**src/rtl/sync_fifo_prog.sv**
```systemverilog
// Single-clock FIFO with programmable level thresholds, synchronous flush,
// pass-through write at full, and optional first-word-fall-through read port.
module sync_fifo_prog #(
   parameter int unsigned DATA_WIDTH = 16,
   parameter int unsigned DEPTH      = 8,
   parameter int unsigned AF_LEVEL   = DEPTH - 1,
   parameter int unsigned AE_LEVEL   = 1,
   parameter int unsigned FWFT       = 0
) (
   input  logic                           clk,
   input  logic                           rst,
   input  logic                           flush,
   input  logic                           wr_en,
   input  logic [DATA_WIDTH-1:0]          data_in,
   input  logic                           rd_en,
   output logic [DATA_WIDTH-1:0]          data_out,
   output logic                           rd_valid,
   output logic                           wr_ack,
   output logic                           overflow,
   output logic                           underflow,
   output logic                           full,
   output logic                           empty,
   output logic                           almostfull,
   output logic                           almostempty,
   output logic [$clog2(DEPTH+1)-1:0]     count
);

   localparam int unsigned CW = $clog2(DEPTH + 1);
   localparam int unsigned PW = $clog2(DEPTH);

   localparam logic [PW-1:0] LastPtr  = PW'(DEPTH - 1);
   localparam logic [CW-1:0] DepthCnt = CW'(DEPTH);
   localparam logic [CW-1:0] AfCnt    = CW'(AF_LEVEL);
   localparam logic [CW-1:0] AeCnt    = CW'(AE_LEVEL);

   if (!(DEPTH >= 2 && AE_LEVEL >= 1 && AE_LEVEL < AF_LEVEL && AF_LEVEL <= DEPTH))
   begin : g_bad_params
      $error("sync_fifo_prog: illegal DEPTH/AF_LEVEL/AE_LEVEL combination");
   end

   if (FWFT > 1) begin : g_bad_fwft
      $error("sync_fifo_prog: FWFT must be 0 or 1");
   end

   logic [DATA_WIDTH-1:0] mem_q [DEPTH];

   logic [PW-1:0] wr_ptr_q, wr_ptr_d;
   logic [PW-1:0] rd_ptr_q, rd_ptr_d;
   logic [CW-1:0] count_q, count_d;
   logic          wr_ack_q, wr_ack_d;
   logic          overflow_q, overflow_d;
   logic          underflow_q, underflow_d;
   logic          rd_acc, wr_acc, mem_we;

   // Explicit wrap so non-power-of-two depths never index past the last entry.
   function automatic logic [PW-1:0] ptr_inc(input logic [PW-1:0] p);
      return (p == LastPtr) ? '0 : p + PW'(1);
   endfunction

   assign full        = (count_q == DepthCnt);
   assign empty       = (count_q == '0);
   assign almostfull  = (count_q >= AfCnt);
   assign almostempty = (count_q <= AeCnt);
   assign count       = count_q;
   assign wr_ack      = wr_ack_q;
   assign overflow    = overflow_q;
   assign underflow   = underflow_q;

   // A full FIFO still accepts a write when the head leaves on the same edge.
   assign rd_acc = rd_en && !empty;
   assign wr_acc = wr_en && (!full || rd_en);
   assign mem_we = wr_acc && !flush && !rst;

   always_comb begin
      wr_ptr_d    = wr_ptr_q;
      rd_ptr_d    = rd_ptr_q;
      count_d     = count_q;
      wr_ack_d    = 1'b0;
      overflow_d  = 1'b0;
      underflow_d = 1'b0;
      if (flush) begin
         wr_ptr_d = '0;
         rd_ptr_d = '0;
         count_d  = '0;
      end else begin
         wr_ack_d    = wr_acc;
         overflow_d  = wr_en && !wr_acc;
         underflow_d = rd_en && empty;
         if (wr_acc) wr_ptr_d = ptr_inc(wr_ptr_q);
         if (rd_acc) rd_ptr_d = ptr_inc(rd_ptr_q);
         unique case ({wr_acc, rd_acc})
            2'b10:   count_d = count_q + CW'(1);
            2'b01:   count_d = count_q - CW'(1);
            default: count_d = count_q;
         endcase
      end
   end

   always_ff @(posedge clk) begin
      if (rst) begin
         wr_ptr_q    <= '0;
         rd_ptr_q    <= '0;
         count_q     <= '0;
         wr_ack_q    <= 1'b0;
         overflow_q  <= 1'b0;
         underflow_q <= 1'b0;
      end else begin
         wr_ptr_q    <= wr_ptr_d;
         rd_ptr_q    <= rd_ptr_d;
         count_q     <= count_d;
         wr_ack_q    <= wr_ack_d;
         overflow_q  <= overflow_d;
         underflow_q <= underflow_d;
      end
   end

   // Storage is deliberately left out of reset.
   always_ff @(posedge clk) begin
      if (mem_we) mem_q[wr_ptr_q] <= data_in;
   end

   if (FWFT != 0) begin : g_fwft
      assign data_out = mem_q[rd_ptr_q];
      assign rd_valid = !empty;
   end else begin : g_std
      logic [DATA_WIDTH-1:0] dout_q, dout_d;
      logic                  rd_valid_q, rd_valid_d;

      always_comb begin
         dout_d     = dout_q;
         rd_valid_d = 1'b0;
         if (!flush) begin
            rd_valid_d = rd_acc;
            if (rd_acc) dout_d = mem_q[rd_ptr_q];
         end
      end

      always_ff @(posedge clk) begin
         if (rst) begin
            dout_q     <= '0;
            rd_valid_q <= 1'b0;
         end else begin
            dout_q     <= dout_d;
            rd_valid_q <= rd_valid_d;
         end
      end

      assign data_out = dout_q;
      assign rd_valid = rd_valid_q;
   end

endmodule
```
**config.mk**
```make
export PLATFORM = sky130hd
export DESIGN_NAME = sync_fifo_prog
export DESIGN_NICKNAME = d
export VERILOG_FILES = /design/src/rtl/sync_fifo_prog.sv
export SDC_FILE = /design/constraint.sdc
export NUM_CORES = 1
export LEC_CHECK = 0
export CORE_MARGIN = 8
export CORE_UTILIZATION = 50
export CTS_BUF_LIST = sky130_fd_sc_hd__clkbuf_8
export CTS_CLUSTER_SIZE = 16
export DETAILED_ROUTE_END_ITERATION = 10
export PLACE_DENSITY = 0.7
export SLEW_MARGIN = 5
export SYNTH_ARGS = -nofsm -noshare
export SYNTH_HDL_FRONTEND = slang
export SYNTH_SLANG_ARGS = --single-unit
```
**constraint.sdc**
```tcl
create_clock -name clk -period 3.7 [get_ports clk]
set_input_delay 0.555 -clock clk [delete_from_list [all_inputs] [get_ports clk]]
set_output_delay 0.555 -clock clk [all_outputs]
set_load 0.01 [all_outputs]
```
==> results by group <==
Worst setup path
  – Reg2Reg Depth: 10
  – WP data required: roughly 4.0 ns
  – CP Launch Type: flop
  – Critical Path Fanout Max: 7
  – Critical Path End Type: flop
  – Critical path class: reg2reg
  – Arrival @ worst endpoint: between 2 and 3 ns

Clocking
  – CTS tree: built
  – Clk sinks: 158
  – Clock Tree Root: clkbuf_8
  – # hold bufs at CTS: 0
  – H-tree depth: 4
  – Post-CTS Resized: 0
  – Post-CTS setup buffer count: 0
  – Reg clk slew, reported paths: 0.07 ns
  – Num CTS Buffers: 17
  – Clock latency on the worst-skew pair: 0.44 ns
  – Clk buf depth: 2

Floorplanning
  – I/O Pins: just under 50
  – Std cell rows: 40
  – Core box area: around 12,000 sq um
  – Die Ht: between 100 and 150 um
  – Die Wd: about 130 um
  – Die area: 16,100 sq um
  – Starting Density: 0.513

Timing
  – Worst slew margin: 0.292
  – Final setup margin: 1.04 ns
  – Fmax: between 0.3 and 0.4 GHz
  – Setup violators final: 0
  – Fin Clk Skew: between 0.01 and 0.015 ns
  – Final hold violation count: 0
  – Pins over their slew limit: 0
  – Crit share post-route: 0.719
  – Setup TNS: 0 ns
  – RSZ-0062 raised after global routing: false
  – Tightest Pin Transition: 1.06 ns
  – Post-route minimum period: between 2 and 3 ns

Synthesis
  – Number of synthesized register bits: ~160
  – Synth unique cells: 41
  – Yosys warns: 0
  – Mean area per synthesized cell: 20.0 sq um
  – Top cell type's share of synthesized area: 0.623
  – Register area share after synthesis: 0.721
  – Mapped Area: ~6200 sq um
  – Synth Net Count: between 300 and 400
  – Mapped Cells: just over 300
  – Ys async rst share: 0
  – Number of synthesized flops with an enable pin: around 130
  – Synth top cells by count: 128 x edfxtp_1, 30 x dfxtp_1, 26 x mux4_1, 16 x a22o_1, 16 x mux2_2
  – Synth area leaders: edfxtp_1 62%, mux4_1 11%, dfxtp_1 9.7%, mux2_2 2.9%, a22o_1 2.3%
  – Most numerous cell in the Yosys netlist: edfxtp_1
  – Yosys top cell by area: edfxtp_1
  – Prevailing post-synth register cell: edfxtp_1

GRT
  – Congestion Overflow GR: 0
  – Vias in the first global route: approximately 3,200
  – Total track usage: 0.147
  – Largest net degree at the start of global routing: 35
  – First-pass GRT wire length: roughly 18,000 um
  – Initial antenna violation count: 0

Pwr
  – Pwr/cell area: 453 nW/um^2
  – Comb power frac: 0.048
  – Worst vdd ir: between 0.2 and 0.3 mV
  – Sequential share of power: 0.597
  – Switching Fraction: 0.199
  – Pint: between 0.002 and 0.003 W
  – Leak Pwr: ~2.4 nW
  – Overall power: approximately 0.0033 W
  – Clk pwr share: 0.355
  – Switch Pwr: between 0.0006 and 0.0007 W

Finish
  – Fin nets: ~400
  – Area Growth Syn to Fin: 16.6%
  – Fin area: just over 7000 sq um
  – Multi-input gate area: 1600 sq um
  – Layout cells sized above 1: 0.183
  – Sequential cell area: about 4400 sq um
  – Non-Filler Instances: about 540
  – ANT cells: 0
  – Fillers: roughly 880

Run status
  – Status: completed

Job
  – Max-Cap Viols: 0

Route
  – Vias: about 3,000
  – # DRC: 0
  – DRT Pass-1 Iters: 4
  – Antenna-violating nets left: 0
  – WL final: between 10,000 and 15,000 um
  – 1st-iter DRT viols: around 270
  – Routed WL per cell: about 21 um
  – Vias/cell: ~5.7

Hold path
  – Min-Delay Path Class: reg2reg
  – Hold path depth: 1

Place
  – RD Place Congestion: roughly 0.73
  – Placed cell area: around 6800 sq um
  – Placed Cells: about 500
  – Port Buf Inserts: 48
  – Placement Setup Slack: between 0.7 and 0.8 ns
  – Detail Placement HPWL: roughly 7000 um
[power groups by stage]
| stage | Clock (W) | Combinational [W] | Sequential [W] |
|---|---|---|---|
| final | 0.00116 | 0.000157 | 0.00195 |
| after global placement | 0 | 0.000156 | 0.00199 |
| after CTS | 0.00119 | 0.000159 | 0.00195 |
| after detailed placement | 0 | 0.000158 | 0.00199 |
| after floorplan | 0 | 0.0000792 | 0.00199 |
| after global routing | 0.00126 | 0.000171 | 0.00195 |
[cells by family (layout without fill, tap and decap cells)]
group           count (synthesis)  after routing  share of synthesized area
xor+xnor                        3              3                    0.00426
flops                         158            158                      0.721
mux                            49             49                      0.164
fa+ha+maj                       8              8                     0.0162
simple gates                   45             45                     0.0402
buf+inv                        17             97                     0.0211
compound gates                 28             28                     0.0339
[layout by cell type (no fill, tap or decap), drive strengths merged, types with 2 or more instances in the layout]
cell type,count
a21oi,9
a22o,16
and3,2
buf,13
bufinv,2
clkbuf,18
clkdlybuf4s50,48
clkinv,4
clkinvlp,2
dfxtp,30
edfxtp,128
ha,8
inv,10
mux2,16
mux4,32
nand2,10
nand2b,4
nand4b,2
nor2,13
nor3,3
or3,3
xor2,2
[flip-flops by register name, indices dropped and copies added (netlist names)]
name       cells
count          4
data_out      16
mem_q        128
overflow       1
rd_ptr_q       3
rd_valid       1
underflow      1
wr_ack         1
wr_ptr_q       3
[final timing paths]
| path | startpoint | endpoint | slack, ns |
|---|---|---|---|
| worst max-delay path | count[0] | count[3] | 1.04 |
| worst min-delay path | data_out[3] | data_out[3] | 0.48 |
| worst max register to register | count[0] | count[3] | 1.04 |
| worst min register to register | data_out[3] | data_out[3] | 0.48 |
[cell type report]
cell class                      count  share of cell area
Sequential cell                   158               0.619
Multi-Input combinational cell    133               0.223
Timing Repair Buffer               61              0.0804
Clock buffer                       18              0.0345
Tap cell                          147              0.0256
Clock inverter                     14              0.0162
Inverter                            4             0.00209
[per-stage QoR]
| step | util | hold WS, ns |
|---|---|---|
| after detailed placement | 0.568 | 0.467 |
| after global routing | 0.599 | 0.495 |
| after floorplan | - | 0.470 |
| after CTS | 0.599 | 0.485 |
| final | 0.599 | 0.476 |
| after global placement | 0.568 | 0.460 |
[critical path, cell delays in order (launching register included)]
cell and delay [ns]:
dfxtp_1 0.47, inv_1 0.08, ha_1 0.26, nor3b_2 0.19, nand2b_2 0.24, inv_2 0.12
ha_1 0.23, or4b_2 0.59, a21oi_1 0.19, xnor2_1 0.13, nor2_1 0.05
[per-layer routing]
layer | track usage | share of wire | vias up | wire (um)
met5 | 0 | 0 | - | 0
met4 | 0.0420 | 0.0099 | 0 | 111
met3 | 0.0487 | 0.050 | 13 | 559
met2 | 0.243 | 0.50 | 74 | 5650
met1 | 0.182 | 0.44 | 1555 | 4880
li1 | - | - | 1405 | -
Note: power is estimated with default switching activity, not from simulation.
